[config.mk]
export PLATFORM = sky130hd
export DESIGN_NAME = movewide_unit
export DESIGN_NICKNAME = d
export VERILOG_FILES = /design/src/rtl/movewide_unit.sv
export SDC_FILE = /design/constraint.sdc
export NUM_CORES = 1
export LEC_CHECK = 0
export CAP_MARGIN = 10
export CORE_MARGIN = 5
export CORE_UTILIZATION = 48
export CTS_BUF_LIST = sky130_fd_sc_hd__clkbuf_2 sky130_fd_sc_hd__clkbuf_4 sky130_fd_sc_hd__clkbuf_8
export DETAILED_ROUTE_END_ITERATION = 10
export PLACE_DENSITY = 0.84
export SKIP_CTS_REPAIR_TIMING = 1
export SYNTH_ARGS = -nofsm -noshare
export SYNTH_HDL_FRONTEND = slang
export SYNTH_SLANG_ARGS = --single-unit
[constraint.sdc]
create_clock -name clock -period 2.29 [get_ports clock]
set_input_delay 0.458 -clock clock [delete_from_list [all_inputs] [get_ports clock]]
set_output_delay 0.458 -clock clock [all_outputs]
set_load 0.01 [all_outputs]
[src/rtl/movewide_unit.sv]
// ---------------------------------------------------------------------------
// movewide_unit
//
// Multi-cycle move-wide execution engine (MOVZ / MOVN / MOVK) with a
// start/busy/done handshake towards the control unit.
//
//   MOVZ : rd = imm << (hw*SLICE_WIDTH)
//   MOVN : rd = ~(imm << (hw*SLICE_WIDTH))
//   MOVK : rd = rd with slice hw replaced by imm (read-modify-write through
//          the register file ports; one READ cycle then one WRITE cycle)
//
// Ports
//   clock, reset        : rising-edge clock, synchronous active-high reset
//   start               : request, accepted only while idle
//   opc                 : 00 MOVN, 10 MOVZ, 11 MOVK, 01 reserved
//   hw                  : slice index, shift = hw*SLICE_WIDTH
//   imm                 : SLICE_WIDTH-bit immediate
//   rd                  : destination register
//   busy                : high whenever the engine is not idle
//   done                : one-cycle completion pulse
//   illegal             : one-cycle pulse for the reserved opcode
//   pc_inc              : one-cycle pulse requesting PC <= PC+4
//   rf_sa / rf_rd_data  : register file read port A (combinational read)
//   rf_da / rf_w /
//   rf_wdata            : register file write port
//
// Every output is decoded from the state register and the latched
// operands only, so no combinational path exists from start/opc/imm to
// any output.
// ---------------------------------------------------------------------------
module movewide_unit #(
  parameter int DATA_WIDTH     = 64,
  parameter int SLICE_WIDTH    = 16,
  parameter int REG_ADDR_WIDTH = 5,
  localparam int NUM_SLICES    = DATA_WIDTH / SLICE_WIDTH,
  localparam int SH_WIDTH      = $clog2(NUM_SLICES)
) (
  input  logic                      clock,
  input  logic                      reset,
  input  logic                      start,
  input  logic [1:0]                opc,
  input  logic [SH_WIDTH-1:0]       hw,
  input  logic [SLICE_WIDTH-1:0]    imm,
  input  logic [REG_ADDR_WIDTH-1:0] rd,
  output logic                      busy,
  output logic                      done,
  output logic                      illegal,
  output logic                      pc_inc,
  output logic [REG_ADDR_WIDTH-1:0] rf_sa,
  input  logic [DATA_WIDTH-1:0]     rf_rd_data,
  output logic [REG_ADDR_WIDTH-1:0] rf_da,
  output logic                      rf_w,
  output logic [DATA_WIDTH-1:0]     rf_wdata
);

  localparam logic [1:0] OPC_MOVN = 2'b00;
  localparam logic [1:0] OPC_RSVD = 2'b01;
  localparam logic [1:0] OPC_MOVZ = 2'b10;
  localparam logic [1:0] OPC_MOVK = 2'b11;

  // The all-ones register address is the zero register: writes are dropped.
  localparam logic [REG_ADDR_WIDTH-1:0] ZERO_REG = '1;

  typedef enum logic [1:0] {
    ST_IDLE  = 2'd0,
    ST_READ  = 2'd1,
    ST_WRITE = 2'd2,
    ST_FAULT = 2'd3
  } state_t;

  state_t                    state_reg, state_next;
  logic [SH_WIDTH-1:0]       hw_reg, hw_next;
  logic [SLICE_WIDTH-1:0]    imm_reg, imm_next;
  logic [REG_ADDR_WIDTH-1:0] rd_reg, rd_next;
  logic [DATA_WIDTH-1:0]     res_reg, res_next;

  // -------------------------------------------------------------------------
  // Slice placement.
  // In IDLE the result for MOVZ/MOVN is computed from the live request so
  // that it is ready on the acceptance edge; in READ the MOVK merge uses the
  // latched operands. A per-slice decoder replaces a barrel shift: placing
  // imm into slice hw is exactly imm << (hw*SLICE_WIDTH) at DATA_WIDTH width.
  // -------------------------------------------------------------------------
  logic [SH_WIDTH-1:0]    sh_hw;
  logic [SLICE_WIDTH-1:0] sh_imm;
  logic [NUM_SLICES-1:0]  slice_sel;
  logic [DATA_WIDTH-1:0]  placed_imm;
  logic [DATA_WIDTH-1:0]  keep_mask;

  assign sh_hw  = (state_reg == ST_IDLE) ? hw  : hw_reg;
  assign sh_imm = (state_reg == ST_IDLE) ? imm : imm_reg;

  generate
    for (genvar gi = 0; gi < NUM_SLICES; gi++) begin : g_slice
      assign slice_sel[gi] = (sh_hw == SH_WIDTH'(gi));
      assign placed_imm[gi*SLICE_WIDTH +: SLICE_WIDTH] =
        slice_sel[gi] ? sh_imm : {SLICE_WIDTH{1'b0}};
      // Mask keeps every slice of the old register value except slice hw.
      assign keep_mask[gi*SLICE_WIDTH +: SLICE_WIDTH] =
        slice_sel[gi] ? {SLICE_WIDTH{1'b0}} : {SLICE_WIDTH{1'b1}};
    end
  endgenerate

  // -------------------------------------------------------------------------
  // State and operand registers.
  // The opcode itself is not kept: once accepted, the state (READ, WRITE,
  // FAULT) plus the precomputed res_reg fully encode what remains to do.
  // -------------------------------------------------------------------------
  always_ff @(posedge clock) begin
    if (reset) begin
      state_reg <= ST_IDLE;
      hw_reg    <= '0;
      imm_reg   <= '0;
      rd_reg    <= '0;
      res_reg   <= '0;
    end else begin
      state_reg <= state_next;
      hw_reg    <= hw_next;
      imm_reg   <= imm_next;
      rd_reg    <= rd_next;
      res_reg   <= res_next;
    end
  end

  // -------------------------------------------------------------------------
  // Next-state and operand-latch logic.
  // -------------------------------------------------------------------------
  always_comb begin
    state_next = state_reg;
    hw_next    = hw_reg;
    imm_next   = imm_reg;
    rd_next    = rd_reg;
    res_next   = res_reg;

    case (state_reg)
      ST_IDLE: begin
        if (start) begin
          hw_next  = hw;
          imm_next = imm;
          rd_next  = rd;
          case (opc)
            OPC_MOVK: state_next = ST_READ;
            OPC_MOVZ: begin
              res_next   = placed_imm;
              state_next = ST_WRITE;
            end
            OPC_MOVN: begin
              res_next   = ~placed_imm;
              state_next = ST_WRITE;
            end
            OPC_RSVD: state_next = ST_FAULT;
            default:  state_next = ST_FAULT;
          endcase
        end
      end

      ST_READ: begin
        // Register file value is taken as presented this cycle (no forwarding).
        res_next   = (rf_rd_data & keep_mask) | placed_imm;
        state_next = ST_WRITE;
      end

      ST_WRITE: state_next = ST_IDLE;
      ST_FAULT: state_next = ST_IDLE;
      default:  state_next = ST_IDLE;
    endcase
  end

  // -------------------------------------------------------------------------
  // Output decode (registered state and operands only).
  // -------------------------------------------------------------------------
  always_comb begin
    busy     = 1'b0;
    done     = 1'b0;
    illegal  = 1'b0;
    pc_inc   = 1'b0;
    rf_sa    = '0;
    rf_da    = '0;
    rf_w     = 1'b0;
    rf_wdata = '0;

    case (state_reg)
      ST_IDLE: begin
      end
      ST_READ: begin
        busy  = 1'b1;
        rf_sa = rd_reg;
      end
      ST_WRITE: begin
        busy     = 1'b1;
        done     = 1'b1;
        pc_inc   = 1'b1;
        rf_da    = rd_reg;
        rf_wdata = res_reg;
        rf_w     = (rd_reg != ZERO_REG);
      end
      ST_FAULT: begin
        busy    = 1'b1;
        done    = 1'b1;
        illegal = 1'b1;
      end
      default: begin
      end
    endcase
  end

endmodule

=== Yosys cells after proc, flatten, opt, wreduce, memory -nomap -nowiden ===
Index checks and enable logic that the tools add are counted.

* Add/subtract/negate cells: 0
* $mul: 0
* Divide/modulo/power cells: 0
* Order comparisons: 0
* Equality and inequality tests: 12
* Shifts and indexed selects: 0
* Multiplexer cells: 24
* Bitwise logic cells: 3
* Reduce and logical (&&, ||, !) cells: 9

{| class="wikitable"
|+ Operators with widths
! kind !! count
|-
| $pmux 64 s2 || 2
|-
| $mux 16 || 9
|-
| $mux 64 || 2
|-
| $and 64x64->64 || 1
|-
| $not 64->64 || 1
|-
| $or 64x64->64 || 1
|-
| $eq 2x2->1 const B || 6
|-
| $pmux 2 s3 || 2
|-
| $mux 5 || 2
|-
| $eq 2x1->1 const B || 3
|-
| $logic_not 2->1 || 3
|-
| $mux 1 || 5
|-
| $ne 5x5->1 const B || 1
|-
| $mux 2 || 2
|-
| $reduce_or 2->1 || 2
|-
| $ne 3x1->1 const B || 1
|-
| $reduce_and 3->1 || 1
|-
| $reduce_or 3->1 || 1
|-
| $ne 2x2->1 const B || 1
|-
| $reduce_and 2->1 || 1
|-
| $reduce_bool 2->1 || 1
|}

* Register bits after elaboration: 89
* Latch bits: 0
* Bits in writable memories: 0
* Memory bits (read-only): 0
* Bits of input ports: 92
* Output and inout port bits: 79
* Logic and storage cells: 53
* Memories: 0

=== Longest topological paths before layout ===
Gate-level depths: netlist (run 1).

* Word-level depth: 8
* Gate-level depth with buffers: 8
* Gate-level depth less buffers: 6

=== Worst setup path after synthesis (run 1) ===
Ideal clock, no wire load.

* Kind: reg-to-output
* Start: reg state_reg[1]
* End: out rf_da[0]
* Data arrival time: 1.414 ns
* Required time: 1.832 ns
* Path slack: 0.418 ns
* Cell stages (with the launch flop): 6
* Path buffers: 3
* Cell sequence: dfxtp_1 buf_2 nor2b_1 clkbuf_1 clkbuf_1 and2_1

* Longest elaborated chain between the ends: 2

{| class="wikitable"
|+ Ends and longest elaborated chain
! what !! RTL line !! source
|-
| start, declared || 71 || <nowiki>state_t state_reg, state_next;</nowiki>
|-
| start signal, assigned || 117 || <nowiki>state_reg <= state_next;</nowiki>
|-
| $eq 2x2->1 || 182 || <nowiki>case (state_reg)</nowiki>
|-
| $mux 5 || 182 ||
|-
| end, declared || 51 || <nowiki>output logic [REG_ADDR_WIDTH-1:0] rf_da,</nowiki>
|}

Every way passes these cells.

=== Final worst setup path (run 1) ===
* Start: reg state_reg[1]
* End: out rf_sa[2]

* Longest elaborated chain between the ends: 2

{| class="wikitable"
|+ Ends and longest elaborated chain
! what !! RTL line !! source
|-
| $eq 2x1->1 || 182 ||
|-
| $mux 5 || 182 ||
|-
| end, declared || 49 || <nowiki>output logic [REG_ADDR_WIDTH-1:0] rf_sa,</nowiki>
|}

Every way passes these cells.

==> results of run 1 <==
-- cell usage in the layout (no fill, tap or decap), types with 3 or more instances in the layout --
cell type        netlist  final
buf_12                 0      8
a21oi_1              102    102
clkdlybuf4s50_1        0    100
a2111oi_0              7      7
or3_1                  3      3
nand2_1               80     80
nor2_4                 0      3
xor2_1                10     10
and2_1                77     77
a22o_1                40     40
a211oi_1              40     40
a32o_1                 7      7
nor2_1                36     34
a311oi_1               3      3
nand3_1                4      4
inv_6                  0      3
clkbuf_8               0      9
o21ai_0               17     17
buf_4                  3     36
dfxtp_1               89     87
mux2i_1               16     15
inv_1                 11     11
xnor2_1               13     13
dlymetal6s2s_1         0     70
nor2b_1                4      3
-- per-stage QoR --
step | hold slack [ps] | instance area, um^2 | worst slack (ps) | instances
5_1_grt | 493.8 | 7612 | 4.467 | 957
2_1_floorplan | 431.7 | 5087 | 418.1 | 650
6_report | 476.2 | 7612 | 42.25 | 957
3_3_place_gp | 440.1 | 7106 | -139.7 | 936
3_5_place_dp | 452.6 | 7106 | -203.9 | 936
4_1_cts | 472.9 | 7328 | -116.3 | 952
-- final cells by class --
| type | instances | area [um^2] |
|---|---|---|
| repair buffers | 217 | 2369 |
| multi-input cells | 487 | 3022 |
| fillers | 781 | 2711 |
| clock buffers | 9 | 123.9 |
| flip-flops and latches | 89 | 1784 |
| inverters | 12 | 45.04 |
| clock inverters | 7 | 98.84 |
| well taps | 136 | 170.2 |
-- per-layer routing --
layer	vias up	GRT usage	wire (um)
met1	2676	0.3442	7631
met3	48	0.04545	1616
met5	-	0	0
met2	310	0.4293	9066
li1	2618	-	-
met4	0	0.1066	527
-- cell usage after synthesis, types with 4 or more instances --
cell,n
a2111oi_0,7
a211oi_1,40
a21oi_1,102
a22o_1,40
a32o_1,7
and2_1,77
buf_2,22
clkbuf_1,34
dfxtp_1,89
inv_1,11
mux2i_1,16
nand2_1,80
nand3_1,4
nor2_1,36
nor2b_1,4
o21ai_0,17
xnor2_1,13
xor2_1,10
-- worst register-to-register path: stages (launching register included) --
cell and delay [ps]:
dfxtp_2 340, buf_4 150, nor2_2 200, buf_4 290
mux2i_2 430, buf_4 280, a211oi_1 80, a21oi_1 160
a22o_1 140
-- power by group through the flow --
stage          clock (W)  combinational, W  sequential (W)
6_report         0.00124           0.00113         0.00173
5_1_grt          0.00130           0.00122         0.00174
4_1_cts          0.00124           0.00108         0.00172
3_5_place_dp           0           0.00108         0.00176
3_3_place_gp           0           0.00105         0.00175
2_1_floorplan          0          0.000590         0.00173
-- cell families after synthesis --
| family | count (synthesis) | synth area share |
|---|---|---|
| AOI/OAI and AO/OA | 229 | 0.2964 |
| xor gates and xnor gates | 23 | 0.03960 |
| buffers and inverters | 75 | 0.06444 |
| DFF | 89 | 0.3502 |
| muxes | 19 | 0.03861 |
| and+or+nand+nor | 215 | 0.2108 |
-- worst paths after layout --
| path | startpoint | to | slack [ps] | cells past startpoint |
|---|---|---|---|---|
| worst min register to register | res_reg[32]$_SDFFE_PP0P_ | res_reg[32]$_SDFFE_PP0P_ | 480 | 1 |
| worst max-delay path | state_reg[1]$_SDFFE_PP0P_ | rf_sa[2] | 40 | 4 |
| worst max register to register | state_reg[1]$_SDFFE_PP0P_ | res_reg[56]$_SDFFE_PP0P_ | 160 | 8 |
| worst min-delay path | res_reg[32]$_SDFFE_PP0P_ | res_reg[32]$_SDFFE_PP0P_ | 480 | 1 |
==> impl_metrics.toml, run 1 <==
[status]
outcome = "finished with violations"
violations = "DRC"

[synth]
ys_seq_area_frac = 0.3502
syn_area_per_cell_um2 = 7.827
ys_types = 44
synth-edff-count = 0
syn_nets = 742
synth_area_leaders = "dfxtp_1 (35%), a21oi_1 (10%), and2_1 (9.5%), a22o_1 (6.9%), a211oi_1 (5.9%)"
ys_warn_count = 0
yosysTopAreaCellShare = 0.3502
synthArstFlopShare = 0
synth_area_mm2 = 0.005087
synth_flop_cell = "dfxtp_1"
netlist_instances = 650
ys_ff_latch = 89
synth_top_area_cell = "dfxtp_1"

[sta]
tightest_slew_ps = 1121
fin_crit_sh = 0.9816
clock_skew_ps = 8.950
fmax_ghz = 0.4449
tns_ps = 0
drv_slew = 0
timing.final.crit_period_ps = 2248
rsz0062_at_grt = "no"
max-slew-margin-rel = 0.2507
timing_hold_violations_final = 0
setup_viol = 0

[place]
port_buffers = 170
gp_congestion = 0.8724
dp_hpwl_um = 12970

[global_routing]
gr-usage-all-layers = 0.2628
grt_max_degree = 72
grt_overflow = 0
grt_pass1_vias = 5289
grt_pass1_wl_um = 27390
antenna_found_initial = 0

[cts]
cts_tree = "built"
numCtsBuffers = 9
clk_latency_ps = 370
h-tree-depth = 3
root_buffer = "clkbuf_8"
clkTransAtPathRegs_ps = 90
cts_buffer_depth = 2
clock_sinks = 89

[power_and_ir_drop]
max-vdd-ir-drop_uv = 343.1
p_clk_frac = 0.303
pwr-share-seq = 0.421
power_density_mw_per_mm2 = 538.4
p_total_w = 0.004098
switching_share = 0.3114
p_int_w = 0.002822
p_comb_frac = 0.276
p_leak_nw = 4.055
p_sw_w = 0.001276

[setup_path]
arrival_ps = 1790
cp.required_ps = 1830
critPathSlowestCell = "clkdlybuf4s50_1"
crit_path_max_incr_delay_ps = 540
path_delay_family = "buffers and inverters"
worst-path-buf-inv = 2
crit_chain = "buf_4 > and2b_2 > and2_1 > clkdlybuf4s50_1"
worst-setup-path-type = "reg -> out"
start_kind = "register"
crit_fanout = 6
critPathCaptureType = "output port"

[final_layout]
largest_reg_flops = 64
num_antenna_cells = 0
nets = 908
utilization = 0.7374
final_layout_size_suffix_gt1_frac = 0.09866
area.growth.synth_to_final_pct = 49.63

[die]
dieArea_mm2 = 0.01276
core_mm2 = 0.01032
die_h_um = 113.0
die_w_um = 113.0
io_pins = 171
rows = 37
start_util = 0.4928

[route]
ant_nets = 0
firstDrtPassIters = 8
first_iter_violations = 464
num_vias = 5652
finalWirelength_um = 18840
drc = 1
wire_per_inst_um = 19.69
drt-vias-per-instance = 5.906

[job]
cap_violations = 0

[min_path]
min_path_type = "reg -> reg"
Power figures use the tool's default switching activity.
==> run 2: changes to the inputs <==
- CORE_UTILIZATION: 48 -> 51
- PLACE_DENSITY: 0.84 -> 0.88
- clock period: 2.29 -> 2.66 ns (I/O delays scaled with it)
==> run 2 against run 1 <==
  * The flow now finishes without violations
  * Count of clock-buffer cells in the layout is the same
  * Total power decreased by 19%
  * Clock skew about the same
  * Clock power shrank 24%
  * Worst setup slack gained 110 ps
  * Die area decreased by 5.4%
  * Routed wire length fell by 9.0%
  * Cell count is 2.1% lower
==> impl_metrics.toml, run 2 (synthesis gave the netlist of run 1 again) <==
[power_and_ir_drop]
power_density_mw_per_mm2 = 464.6
p_leak_nw = 2.642
max-vdd-ir-drop_uv = 291.4

[final_layout]
area.growth.synth_to_final_pct = 41.00
largest_reg_flops = 64
num_antenna_cells = 0
final_common_cell = "clkdlybuf4s50_1"
most-common-layout-cells = "clkdlybuf4s50_1 (170), a21oi_1 (102), dfxtp_1 (88)"
final_layout_size_suffix_gt1_frac = 0.07711
final_area_mm2 = 0.007173
nets = 891

[sta]
whs_ps = 464.9
tns_ps = 0
clock_skew_ps = 9.325
timing_hold_violations_final = 0
max-slew-margin-rel = 0.2074
fmax_ghz = 0.3991
rsz0062_at_grt = "no"
tightest_slew_ps = 1182
fin_crit_sh = 0.9421
drv_slew = 0
timing.final.crit_period_ps = 2506
setup_viol = 0

[cts]
clock_sinks = 89
clkTransAtPathRegs_ps = 100
numCtsBuffers = 9
cts_tree = "built"
cts_buffer_depth = 2
h-tree-depth = 3
root_buffer = "clkbuf_8"
clk_latency_ps = 370

[global_routing]
grt_max_degree = 72
grt_pass1_vias = 5278
antenna_found_initial = 0
gr-usage-all-layers = 0.2756
grt_pass1_wl_um = 26270
grt_overflow = 0

[route]
num_vias = 5560
finalWirelength_um = 17140
drc = 0
wire_per_inst_um = 18.29
ant_nets = 0
firstDrtPassIters = 5
first_iter_violations = 459
drt-vias-per-instance = 5.934

[setup_path]
critPathSlowestCell = "clkdlybuf4s50_1"
crit_chain = "nor2b_4 > buf_12 > and2_1 > clkdlybuf4s50_1"
worst-setup-path-type = "reg -> out"
start_kind = "register"
critPathCaptureType = "output port"
arrival_ps = 1970
cp.required_ps = 2130
crit_fanout = 71
crit_path_max_incr_delay_ps = 540

[place]
dp_hpwl_um = 12230
port_buffers = 170
gp_congestion = 0.9388
place_area_mm2 = 0.006974

[die]
die_w_um = 109.9
dieArea_mm2 = 0.01207
io_pins = 171
rows = 36
core_mm2 = 0.009729
start_util = 0.5229
die_h_um = 109.9

[status]
outcome = "finished, final reports clean"

[job]
cap_violations = 0

[min_path]
min_path_type = "reg -> reg"
-- run 2: changes by cell type in the layout (fill, tap and decap cells not counted), moves of 3 or more --
cell	delta
clkdlybuf4s50_1	+70
clkinv_4	+3
buf_4	-8
dlymetal6s2s_1	-70
buf_12	-5
-- run 2: final timing paths --
path                             start                       end  slack (ps)  depth (start not counted)
max          state_reg[1]$_SDFFE_PP0P_              rf_wdata[30]         150                          4
min           res_reg[35]$_SDFFE_PP0P_  res_reg[35]$_SDFFE_PP0P_         460                          1
max reg2reg  state_reg[0]$_SDFFE_PP0P_  res_reg[38]$_SDFFE_PP0P_         360                          6
min reg2reg   res_reg[35]$_SDFFE_PP0P_  res_reg[35]$_SDFFE_PP0P_         460                          1
-- run 2: cell type report --
class                   count  area (um^2)
clock buffers               9        123.9
multi-input cells         486         3009
clock inverters             7        73.82
repair buffers            201         1972
fillers                   735         2556
inverters                  12        45.04
flip-flops and latches     89         1783
well taps                 133        166.4
-- run 2: power by group --
part / internal (W) / leakage, nW / switching [W]
Combinational: 0.000426 / 1.81 / 0.000480
Clock: 0.000369 / 0.101 / 0.000570
Sequential: 0.00143 / 0.729 / 0.0000603
-- run 2: worst max-delay path, delay by kind of cell (launching register included) --
| kind | cells | cell delay (ps) |
|---|---|---|
| buffers and inverters | 2 | 760 |
| DFF | 1 | 420 |
| and+or+nand+nor | 2 | 380 |
-- run 2: through the flow --
step	setup slack, ps	instances	power, W	utilization
after floorplan	714.1	650	0.002001	-
after global routing	39.30	937	0.003471	0.7373
after detailed placement	126.3	921	0.002401	0.7168
after global placement	185.9	921	0.002369	0.7168
after CTS	70.04	937	0.003321	0.7371
final	154.1	937	0.003332	0.7373
-- run 2: routing by layer --
| layer | up-vias | routed length (um) | global-route usage | part of all wire |
|---|---|---|---|---|
| met5 | - | 0 | 0 | 0 |
| met4 | 0 | 517 | 0.1175 | 0.030 |
| met3 | 48 | 1872 | 0.05109 | 0.11 |
| met2 | 331 | 8005 | 0.4363 | 0.47 |
| met1 | 2592 | 6741 | 0.3666 | 0.39 |
| li1 | 2589 | - | - | - |
==> run 3: changes to the inputs <==
- CORE_MARGIN: 5 -> default
- clock period: 2.66 -> 3.1 ns (I/O delays scaled with it)
==> run 3 against run 2 <==
  * Register-to-register slack better by 410 ps
  * Combinational power is 17% lower
  * Cell count is 1.4% lower
  * Via count is 1.1% lower
==> impl_metrics.toml, run 3 (synthesis gave the netlist of run 1 again) <==
[final_layout]
n_fill_cell = 748
area.growth.synth_to_final_pct = 38.19
most-common-layout-cells = "clkdlybuf4s50_1 (169), a21oi_1 (102), dfxtp_1 (89)"
utilization = 0.7226
final_layout_size_suffix_gt1_frac = 0.06195
nets = 878
num_antenna_cells = 0
final_common_cell = "clkdlybuf4s50_1"
largest_reg_flops = 64

[global_routing]
grt_max_degree = 71
grt_pass1_vias = 5076
grt_pass1_wl_um = 25630
antenna_found_initial = 0
gr-usage-all-layers = 0.3183
grt_overflow = 0

[cts]
clock_sinks = 89
cts_buffer_depth = 2
h-tree-depth = 3
numCtsBuffers = 9
clkTransAtPathRegs_ps = 100
root_buffer = "clkbuf_8"
cts_tree = "built"
clk_latency_ps = 370

[setup_path]
path_delay_family = "buffers and inverters"
cp.required_ps = 2480
crit_path_max_incr_delay_ps = 560
worst-setup-path-type = "reg -> out"
worst-path-buf-inv = 2
rr_endpoint = "res_reg[63]$_SDFFE_PP0P_"
crit_fanout = 47
r2r-start = "state_reg[1]$_SDFFE_PP0P_"
arrival_ps = 2020
critPathCaptureType = "output port"
start_kind = "register"
critPathSlowestCell = "clkdlybuf4s50_1"
crit_chain = "nor2b_4 > buf_4 > and2_1 > clkdlybuf4s50_1"
ff2ff_setup_slack_ps = 770
r2r_cells = 7

[sta]
setup_viol = 0
fin_crit_sh = 0.8526
timing.final.crit_period_ps = 2643
tightest_slew_ps = 1144
tns_ps = 0
fmax_ghz = 0.3783
whs_ps = 465.4
drv_slew = 0
timing_hold_violations_final = 0
rsz0062_at_grt = "no"
clock_skew_ps = 22.45
worst_slack_ps = 456.9
max-slew-margin-rel = 0.2354

[die]
io_pins = 171
core_mm2 = 0.009729
die_w_um = 101.9
rows = 36
start_util = 0.5229
dieArea_mm2 = 0.01038
die_h_um = 101.9

[power_and_ir_drop]
max-vdd-ir-drop_uv = 271.3
power_density_mw_per_mm2 = 398.2
p_leak_nw = 2.557

[min_path]
hold_start = "imm_reg[0]$_SDFFE_PP0P_"
min_path_type = "reg -> reg"
holdPathEnd = "imm_reg[0]$_SDFFE_PP0P_"
hold_path_depth = 2

[job]
cap_violations = 0

[status]
outcome = "finished, final reports clean"

[route]
first_iter_violations = 413
drc = 0
firstDrtPassIters = 5
finalWirelength_um = 16780
ant_nets = 0
wire_per_inst_um = 18.16
drt-vias-per-instance = 5.953
num_vias = 5501

[place]
post-place-ws_ps = 302.6
dp_hpwl_um = 11650
port_buffers = 170
gp_congestion = 0.8866
-- run 3: cell count changes in the layout (fill, tap and decap cells not counted) --
cell             previous run  this run
buf_12                      3         1
buf_2                       0         1
buf_4                      28        17
clkdlybuf4s50_1           170       169
clkinv_4                    3         0
clkinv_8                    1         0
clkinvlp_4                  0         3
dfxtp_1                    88        89
dfxtp_2                     1         0
inv_6                       1         3
inv_8                       2         1
-- run 3: worst max path at each step --
stage	start	to	cells past startpoint	slack, ps
6_report	state_reg[0]$_SDFFE_PP0P_	rf_wdata[34]	4	460
5_1_grt	state_reg[0]$_SDFFE_PP0P_	rf_wdata[13]	4	360
4_1_cts	state_reg[0]$_SDFFE_PP0P_	rf_wdata[34]	4	460
3_5_place_dp	opc[0]	res_reg[33]$_SDFFE_PP0P_	5	300
3_3_place_gp	opc[0]	res_reg[3]$_SDFFE_PP0P_	5	390
2_1_floorplan	state_reg[1]$_SDFFE_PP0P_	rf_da[0]	5	1070
-- run 3: worst reg2reg max path, delay by kind of cell (launching register included) --
kind                   cells  cell delay (ps)
AOI/OAI and AO/OA          4              900
buffers and inverters      2              660
and+or+nand+nor            1              400
DFF                        1              320
-- run 3: metrics by stage --
stage | instances | power [W] | instance area [um^2]
after floorplan | 650 | 0.001717 | 5087
after global placement | 908 | 0.001995 | 6847
after detailed placement | 908 | 0.002028 | 6847
after CTS | 924 | 0.002782 | 7030
after global routing | 924 | 0.002917 | 7030
final | 924 | 0.002799 | 7030
-- run 3: area by class of cell --
class,count,area (um^2),area share
Inverter,12,45.04,0.006407
Multi-Input combinational cell,486,3009,0.4280
Clock buffer,9,123.9,0.01762
Timing Repair Buffer,188,1844,0.2623
Tap cell,133,166.4,0.02367
Sequential cell,89,1782,0.2534
Clock inverter,7,60.06,0.008542
-- run 3: metal layers --
layer  GRT usage  wire length (um)
met1      0.4308              6826
met3     0.04378              1527
met2      0.5146              8024
met4      0.1286               406
met5           0                 0
-- run 3: power breakdown --
| group | leakage (nW) | switching (W) | internal [W] | total (W) |
|---|---|---|---|---|
| combinational | 1.74 | 0.000413 | 0.000337 | 0.000750 |
| sequential | 0.729 | 0.0000496 | 0.00122 | 0.00127 |
| clock | 0.0848 | 0.000470 | 0.000306 | 0.000775 |
